## src/rtl/riscv_pkg.sv

```systemverilog
// Shared CSR constants, trap-cause helpers and the interrupt sequencer state type.
// Consumers: irq_controller (optional IRQ_CTRL_ROUND_ROBIN_EN) and irq_arbiter.
package riscv_pkg;

  localparam logic [11:0] CSR_MIE    = 12'h304;
  localparam logic [11:0] CSR_MTVEC  = 12'h305;
  localparam logic [11:0] CSR_MEPC   = 12'h341;
  localparam logic [11:0] CSR_MCAUSE = 12'h342;

  localparam int          MCAUSE_IRQ_BASE = 16;
  localparam logic [31:0] MCAUSE_INT_FLAG = 32'h8000_0000;

  // Wide enough for the largest supported line count (16).
  localparam int IRQ_IDX_W = 4;

  typedef enum logic [1:0] {
    IRQ_IDLE,
    IRQ_TAKE,
    IRQ_SERVICE,
    IRQ_ACK
  } irq_state_e;

  function automatic logic [31:0] irq_mcause(input logic [IRQ_IDX_W-1:0] idx);
    return MCAUSE_INT_FLAG | (32'(MCAUSE_IRQ_BASE) + 32'(idx));
  endfunction

endpackage

```

## src/rtl/irq_controller_if.sv

```systemverilog
// Interrupt-side bundle between the controller (master) and the core/CSR/peripheral side (slave).
interface irq_controller_if #(
  parameter int N_IRQ = 16
);

  logic [N_IRQ-1:0] irq_req_i;
  logic [31:0]      mie_i;
  logic             stall_i;
  logic             mret_i;
  logic             int_o;
  logic [31:0]      mcause_o;
  logic [N_IRQ-1:0] irq_ret_o;
  logic             busy_o;

  modport master (
    input  irq_req_i, mie_i, stall_i, mret_i,
    output int_o, mcause_o, irq_ret_o, busy_o
  );

  modport slave (
    output irq_req_i, mie_i, stall_i, mret_i,
    input  int_o, mcause_o, irq_ret_o, busy_o
  );

endinterface

```

## src/rtl/irq_arbiter.sv

```systemverilog
// Combinational winner select over the pending vector.
// IRQ_CTRL_ROUND_ROBIN_EN selects a rotating search from rr_ptr_i; otherwise lowest index wins.
module irq_arbiter
  import riscv_pkg::*;
#(
  parameter int N_IRQ = 16
) (
  input  logic [N_IRQ-1:0]     pending_i,
  input  logic [IRQ_IDX_W-1:0] rr_ptr_i,
  output logic                 valid_o,
  output logic [IRQ_IDX_W-1:0] idx_o
);

  assign valid_o = |pending_i;

`ifdef IRQ_CTRL_ROUND_ROBIN_EN
  logic [IRQ_IDX_W-1:0] cand [N_IRQ];
  logic [N_IRQ-1:0]     hit;

  // Slot gi examines line (rr_ptr + gi) mod N_IRQ; the pointer is always < N_IRQ.
  for (genvar gi = 0; gi < N_IRQ; gi++) begin : g_cand
    logic [IRQ_IDX_W:0] sum;
    assign sum      = {1'b0, rr_ptr_i} + (IRQ_IDX_W+1)'(gi);
    assign cand[gi] = (sum >= (IRQ_IDX_W+1)'(N_IRQ))
                    ? IRQ_IDX_W'(sum - (IRQ_IDX_W+1)'(N_IRQ))
                    : IRQ_IDX_W'(sum);
    assign hit[gi]  = pending_i[cand[gi]];
  end

  always_comb begin
    idx_o = '0;
    for (int i = N_IRQ - 1; i >= 0; i--) begin
      if (hit[i]) idx_o = cand[i];
    end
  end
`else
  logic unused_ptr;
  assign unused_ptr = ^rr_ptr_i;

  always_comb begin
    idx_o = '0;
    for (int i = N_IRQ - 1; i >= 0; i--) begin
      if (pending_i[i]) idx_o = IRQ_IDX_W'(i);
    end
  end
`endif

endmodule

```

## src/rtl/irq_controller.sv

```systemverilog
// Machine-mode interrupt sequencer: arbitrate, strobe the trap take, hold until mret, acknowledge.
// Define IRQ_CTRL_ROUND_ROBIN_EN for round-robin arbitration (fixed priority otherwise).
module irq_controller
  import riscv_pkg::*;
#(
  parameter int N_IRQ = 16
) (
  input logic               clk_i,
  input logic               rst_i,
  irq_controller_if.master  bus
);

  logic [N_IRQ-1:0]     pending;
  logic                 arb_valid;
  logic [IRQ_IDX_W-1:0] arb_idx;
  logic [IRQ_IDX_W-1:0] arb_ptr;

  irq_state_e           state_q, state_d;
  logic [IRQ_IDX_W-1:0] idx_q, idx_d;
  logic [31:0]          mcause_q, mcause_d;
  logic                 int_q, int_d;
  logic                 busy_q, busy_d;
  logic [N_IRQ-1:0]     irq_ret_q, irq_ret_d;

`ifdef IRQ_CTRL_ROUND_ROBIN_EN
  logic [IRQ_IDX_W-1:0] rr_ptr_q, rr_ptr_d;
  assign arb_ptr = rr_ptr_q;
`else
  assign arb_ptr = '0;
`endif

  // Only bits 16+k of mie gate line k; the rest of the CSR is irrelevant here.
  logic unused_mie;
  assign unused_mie = ^bus.mie_i;
  assign pending    = bus.irq_req_i & bus.mie_i[16 +: N_IRQ];

  irq_arbiter #(.N_IRQ(N_IRQ)) u_arbiter (
    .pending_i (pending),
    .rr_ptr_i  (arb_ptr),
    .valid_o   (arb_valid),
    .idx_o     (arb_idx)
  );

  always_comb begin
    state_d  = state_q;
    idx_d    = idx_q;
    mcause_d = mcause_q;
    case (state_q)
      IRQ_IDLE: begin
        if (!bus.stall_i && arb_valid) begin
          state_d  = IRQ_TAKE;
          idx_d    = arb_idx;
          mcause_d = irq_mcause(arb_idx);
        end
      end
      IRQ_TAKE:    if (!bus.stall_i) state_d = IRQ_SERVICE;
      IRQ_SERVICE: if (bus.mret_i)   state_d = IRQ_ACK;
      IRQ_ACK:     state_d = IRQ_IDLE;
      default:     state_d = IRQ_IDLE;
    endcase

    // Outputs are decoded from the next state and registered alongside it.
    int_d     = (state_d == IRQ_TAKE);
    busy_d    = (state_d != IRQ_IDLE);
    irq_ret_d = (state_d == IRQ_ACK) ? (N_IRQ'(1) << idx_d) : '0;

`ifdef IRQ_CTRL_ROUND_ROBIN_EN
    rr_ptr_d = rr_ptr_q;
    if (state_q == IRQ_ACK) begin
      rr_ptr_d = (idx_q == IRQ_IDX_W'(N_IRQ - 1)) ? '0 : idx_q + 1'b1;
    end
`endif
  end

  always_ff @(posedge clk_i) begin
    if (!rst_i) begin
      state_q   <= IRQ_IDLE;
      idx_q     <= '0;
      mcause_q  <= '0;
      int_q     <= 1'b0;
      busy_q    <= 1'b0;
      irq_ret_q <= '0;
`ifdef IRQ_CTRL_ROUND_ROBIN_EN
      rr_ptr_q  <= '0;
`endif
    end else begin
      state_q   <= state_d;
      idx_q     <= idx_d;
      mcause_q  <= mcause_d;
      int_q     <= int_d;
      busy_q    <= busy_d;
      irq_ret_q <= irq_ret_d;
`ifdef IRQ_CTRL_ROUND_ROBIN_EN
      rr_ptr_q  <= rr_ptr_d;
`endif
    end
  end

  assign bus.int_o     = int_q;
  assign bus.busy_o    = busy_q;
  assign bus.mcause_o  = mcause_q;
  assign bus.irq_ret_o = irq_ret_q;

endmodule

```

## src/flat_wrapper.sv

```systemverilog
// flat-port wrapper written by rule: the top's interface ports become plain ports
module irq_controller_flat import riscv_pkg::*;
#(
  parameter int N_IRQ = 16
)
  (clk_i, rst_i, bus_irq_req_i, bus_mie_i, bus_stall_i, bus_mret_i, bus_int_o, bus_mcause_o, bus_irq_ret_o, bus_busy_o);
  irq_controller_if #(.N_IRQ(N_IRQ)) bus_i ();
  input logic clk_i;
  input logic rst_i;
  input wire logic [$bits(bus_i.irq_req_i)-1:0] bus_irq_req_i;
  input wire logic [$bits(bus_i.mie_i)-1:0] bus_mie_i;
  input wire logic [$bits(bus_i.stall_i)-1:0] bus_stall_i;
  input wire logic [$bits(bus_i.mret_i)-1:0] bus_mret_i;
  output wire logic [$bits(bus_i.int_o)-1:0] bus_int_o;
  output wire logic [$bits(bus_i.mcause_o)-1:0] bus_mcause_o;
  output wire logic [$bits(bus_i.irq_ret_o)-1:0] bus_irq_ret_o;
  output wire logic [$bits(bus_i.busy_o)-1:0] bus_busy_o;
  assign bus_i.irq_req_i = bus_irq_req_i;
  assign bus_i.mie_i = bus_mie_i;
  assign bus_i.stall_i = bus_stall_i;
  assign bus_i.mret_i = bus_mret_i;
  assign bus_int_o = bus_i.int_o;
  assign bus_mcause_o = bus_i.mcause_o;
  assign bus_irq_ret_o = bus_i.irq_ret_o;
  assign bus_busy_o = bus_i.busy_o;
  irq_controller #(.N_IRQ(N_IRQ)) u_core (.clk_i(clk_i), .rst_i(rst_i), .bus(bus_i));
endmodule
```

## config.mk

```make
export PLATFORM = sky130hd
export DESIGN_NAME = irq_controller_flat
export DESIGN_NICKNAME = d
export VERILOG_FILES = /design/src/rtl/riscv_pkg.sv /design/src/rtl/irq_controller_if.sv /design/src/rtl/irq_arbiter.sv /design/src/rtl/irq_controller.sv /design/src/flat_wrapper.sv
export SDC_FILE = /design/constraint.sdc
export NUM_CORES = 1
export LEC_CHECK = 0
export ABC_AREA = 0
export CORE_MARGIN = 10
export CORE_UTILIZATION = 60
export CTS_CLUSTER_SIZE = 12
export DETAILED_ROUTE_END_ITERATION = 8
export DONT_BUFFER_PORTS = 1
export PLACE_DENSITY_LB_ADDON = 0.05
export SLEW_MARGIN = 40
export SYNTH_ARGS = -nofsm -noshare
export SYNTH_HDL_FRONTEND = slang
export SYNTH_HIERARCHICAL = 1
export SYNTH_SLANG_ARGS = --single-unit
export TNS_END_PERCENT = 50
```

## constraint.sdc

```tcl
create_clock -name clk_i -period 7.6 [get_ports clk_i]
set_input_delay 1.52 -clock clk_i [delete_from_list [all_inputs] [get_ports clk_i]]
set_output_delay 1.52 -clock clk_i [all_outputs]
set_load 0.01 [all_outputs]
```

* Yosys cells after proc, flatten, opt, wreduce, memory -nomap -nowiden
Index checks and enable logic that the tools add are counted.
** Word-level totals
- Bits in registers :: 56
- Input port bits :: 52
- Output and inout bits :: 50
- Word-level logic and storage cells :: 43
** Cells by class
- Bitwise logic cells :: 1
- Shifts and indexed selects :: 1
- Muxes and demuxes :: 22
- Add/sub/neg operators :: 1
- Eq/ne operators :: 5
- Reduce and logical (&&, ||, !) cells :: 7
** Operators with widths (number)
- 4-bit 2-to-1 mux :: 18
- 16-bit AND :: 1
- 16-bit OR reduction :: 1
- 1-bit by 4-bit left shift with 16-bit output, first input constant :: 1
- 2-bit one-hot mux with 4 select lines :: 1
- 5-bit by 4-bit adder with 6-bit output, first input constant :: 1
- 2-bit == test, second input constant :: 3
- 2-bit 2-to-1 mux :: 3
- 2-bit by 1-bit == test with 1-bit output, second input constant :: 2
- 2-bit AND reduction :: 2
- 2-bit logical NOT :: 1
- 2-bit nonzero test :: 1
- 1-bit logical AND :: 1
- 1-bit logical NOT :: 1

* Depth between registers and ports, before layout
- Depth after elaboration :: 20
- Depth in mapped cells :: 8
- Gate-level depth less buffers :: 7

* Modules after synthesis
Netlist, hierarchy kept.
** Modules (own cells, without submodules)
- irq_controller :: area each 1328.8 um^2, seq. area each 580.6 um^2, cells an instance 137, instances 1
- irq_arbiter :: area each 176.4 um^2, seq. area each 0.0 um^2, cells an instance 34, instances 1

* Worst setup path after synthesis
OpenSTA, ideal clock, no wires.
- Path kind :: input to register
- Start point :: input bus_irq_req_i[4]
- End point :: register u_core.irq_ret_q[11] (netlist: u_core/bus.irq_ret_o[11])
- Setup slack :: 4.164 ns
- Path buffers :: 1
- Library setup time :: 0.142 ns
- Stages :: 8
- Arrival time :: 3.294 ns
- Data required time :: 7.458 ns
- Path through :: and2_1 nor4_2 nand3_1 or3_1 or4b_4 buf_6 mux2i_1 nor4_1
** On the way
- Elaborated cells between the ends (all ways) :: 15
- Classes of those cells :: eq/ne: 1; shift: 1; mux: 9; bitwise: 1; reduce/logical: 3
** RTL lines
- start: declaration :: line flat_wrapper.sv:10 : input wire logic [$bits(bus_i.irq_req_i)-1:0] bus_irq_req_i;
- 16-bit AND (*) :: line irq_controller.sv:35 : assign pending = bus.irq_req_i & bus.mie_i[16 +: N_IRQ];
- 16-bit OR reduction (*) :: line irq_arbiter.sv:14 : assign valid_o = |pending_i;
- via u_core.arb_valid :: line irq_controller.sv:14 : logic arb_valid;
- 1-bit logical AND (*) :: line irq_controller.sv:50 : if (!bus.stall_i && arb_valid) begin
- 2-bit 2-to-1 mux :: line irq_controller.sv:50
- 2-bit one-hot mux with 4 select lines :: line irq_controller.sv:48 : case (state_q)
- 2-bit == test :: line irq_controller.sv:65 : irq_ret_d = (state_d == IRQ_ACK) ? (N_IRQ'(1) << idx_d) : '0;
- 2-bit AND reduction (no line)
- end signal: assignment :: line irq_controller.sv:92 : irq_ret_q <= irq_ret_d;
- end: declaration :: line irq_controller.sv:23 : logic [N_IRQ-1:0] irq_ret_q, irq_ret_d;
Mark *: on every way through the listed nets, which the timed path passes. The rest lies on a longest branch.
A chain may end at the register's enable or synchronous reset.

* Worst setup path in the final report
- Start point :: input bus_irq_req_i[4]
- End point :: register u_core.irq_ret_q[9] (netlist: u_core/bus.irq_ret_o[9])
The elaborated chain is that of the path after synthesis.

==> metrics.txt <==
Worst Hold Path Cells=2; max cap viols=0; Crit Reg-Reg Endpoint=u_core/bus.irq_ret_o[9]; most common cell after layout, fill and taps aside=dfxtp_1; pwr/cell area=approximately 200 nW/um2; worst r2r path cells=3; core area=~2400 um2; Final Skew=approximately 0.012 ns; crit share post-route=between 40% and 50%; cts hold-fix bufs=0; Routed WL per cell=roughly 16 um; drt pass-1 iters=4; Post-Syn Area=about 1500 um2; Synth cell types=38; Setup-failing EPs final=0; via count=~1100; CTS Buf Count=5; DRT iter0 DRCs=just over 90; Hold Path End=u_core/idx_q[2]; # IOs=102; CTS tree=done; ys async rst share=0%; EDFF count, synth=0; RSZ-0062 raised after global routing=false; leading cell types in the layout, fill and taps excluded=dfxtp_1 (29), conb_1 (26), and2_1 (18), nand2_1 (18), nor4_1 (17); CP Capture Type=register; Starting Density=between 60% and 70%; worst min path class=reg -> reg; DPL Wire Length=2600 um; Filler Cell Count=around 230; Sink Count=29; CTS clk-pin slew, worst paths=~0.090 ns; Synth Area per Inst=slightly below 9 um2; gpl congestion=approximately 0.75; first-pass GRT wire length=slightly above 5000 um; vias per cell=between 5 and 6; slew at the pin closest to its max-slew limit=approximately 0.64 ns; Nets=224; Setup crit start kind=input pin; Worst EP required=roughly 7.8 ns; TNS Setup=0 ns; input/output buffers=0; clock latency on the worst-skew pair=0.32 ns; prevailing post-synth register cell=dfxtp_1; Fin. Hold Viols=0; Max rail drop VDD=around 0.14 mV; hold_ws=0.493 ns; Setup Fix Bufs, Post-CTS=0; CP max FO=11; die width=around 70 um; fmax=roughly 300 MHz; DP Worst Slack=between 3 and 4 ns; Slew HR=approximately 56%; flop2flop setup slack=about 5.7 ns; final worst slack=approximately 4.2 ns; drc violations=0; H-tree levels=2; Seq/Total Area, Yosys=38.6%; Critical Path AT=3.60 ns; DRT antenna net count=0; Slowest-stage cell, CP=mux2i_1; Die Ht=70.1 um; r2r startpoint=u_core/state_q[0]; crit-path cells=and2_1 > nor4_2 > nand3_1 > or3_1 > or4b_4 > mux2i_1 > nor4_1; P_leak=slightly below 0.6 nW; via count of the first global-routing pass=1136; # rows=18; Resize count post-CTS=0; GRT overflow=0; initial antenna violation count=0; Clock Tree Buf Depth=2; clk root buf=clkbuf_4; Largest stage delay, worst path=between 0.5 and 0.6 ns; # diodes=0; Area Growth Syn to Fin=-2.99%; Yosys reg bits=29; min-delay src=u_core/idx_q[2]; share of cells above drive strength 1=10.4%; total track usage=between 10% and 20%; status=completed; crit path time final=~3.4 ns; cells after synthesis=~170; pin count of the biggest net entering global routing=16; Slew Limit Fails=0; crit path kind=in -> reg; die area=a little under 5000 um2; final wirelength=3170 um; Yosys warnings=6
-- area by class of cell --
class | instances | area (um2) | area share [%]
Clock inverter | 2 | 10.0 | 0.686
Sequential cell | 29 | 581 | 39.8
Inverter | 3 | 11.3 | 0.771
Tap cell | 30 | 37.5 | 2.57
Clock buffer | 6 | 41.3 | 2.83
Multi-Input combinational cell | 133 | 779 | 53.4
-- kinds of logic (layout without fill, tap and decap cells) --
kind of cell,count (synthesis),in the layout,share of synthesized area (%)
compound gates,21,21,9.06
buf+inv,34,11,16.3
flops,29,29,38.6
mux,6,6,4.99
other cells,1,26,0.249
simple gates,80,80,30.8
-- routing by layer --
| metal | global-route usage [%] | up-vias | wire (um) |
|---|---|---|---|
| met5 | 0 | - | 0 |
| met4 | 7.24 | 0 | 85 |
| met3 | 8.33 | 8 | 429 |
| met2 | 18.5 | 66 | 1350 |
| met1 | 12.7 | 485 | 1310 |
| li1 | - | 550 | - |
-- worst max-delay path by stage --
stage	startpoint	endpoint
4_1_cts	bus_irq_req_i[4]	u_core/bus.irq_ret_o[9]
6_report	bus_irq_req_i[4]	u_core/bus.irq_ret_o[9]
5_1_grt	bus_irq_req_i[4]	u_core/bus.irq_ret_o[12]
3_3_place_gp	bus_irq_req_i[4]	u_core/bus.irq_ret_o[7]
2_1_floorplan	bus_irq_req_i[4]	u_core/bus.irq_ret_o[11]
3_5_place_dp	bus_irq_req_i[4]	u_core/bus.irq_ret_o[9]
-- Yosys cell counts, types with 2 or more instances --
| library cell | count | area share [%] |
|---|---|---|
| a21boi_0 | 5 | 2.5 |
| a21oi_1 | 5 | 1.7 |
| a31oi_1 | 2 | 0.83 |
| and2_1 | 18 | 7.5 |
| buf_4 | 27 | 13 |
| buf_6 | 2 | 1.5 |
| dfxtp_1 | 29 | 39 |
| inv_1 | 3 | 0.75 |
| mux2_4 | 3 | 3.0 |
| mux2i_1 | 3 | 2.0 |
| nand2_1 | 18 | 4.5 |
| nand2b_1 | 2 | 0.83 |
| nand3_1 | 2 | 0.67 |
| nor2_1 | 8 | 2.0 |
| nor4_1 | 17 | 7.1 |
| o21a_1 | 3 | 1.5 |
| o21ai_0 | 3 | 1.0 |
-- per-stage QoR --
step	std cells	power (W)	util (%)	cell area [um2]
final	203	0.000295	60.0	1460
after global routing	203	0.000311	60.0	1460
after CTS	203	0.000296	59.8	1450
after detailed placement	195	0.000213	57.7	1400
after global placement	195	0.000212	57.7	1400
after floorplan	196	0.000219	-	1600
-- worst max-delay path: cells and delay by family --
kind,cells,cell delay (ns)
simple gates,6,1.49
mux,1,0.59
-- where the power goes --
| part | switching [W] | internal, W |
|---|---|---|
| Combinational | 0.0000304 | 0.0000177 |
| Sequential | 0.00000625 | 0.000157 |
| Clock | 0.0000481 | 0.0000351 |
| Total | 0.0000847 | 0.000210 |
-- registers in the layout, indices dropped and copies added (netlist names) --
signal	flops
u_core/bus.irq_ret_o	16
u_core/bus.busy_o	1
u_core/bus.mcause_o	5
u_core/bus.int_o	1
u_core/state_q	2
u_core/idx_q	4
Note: power is estimated with default switching activity, not from simulation.
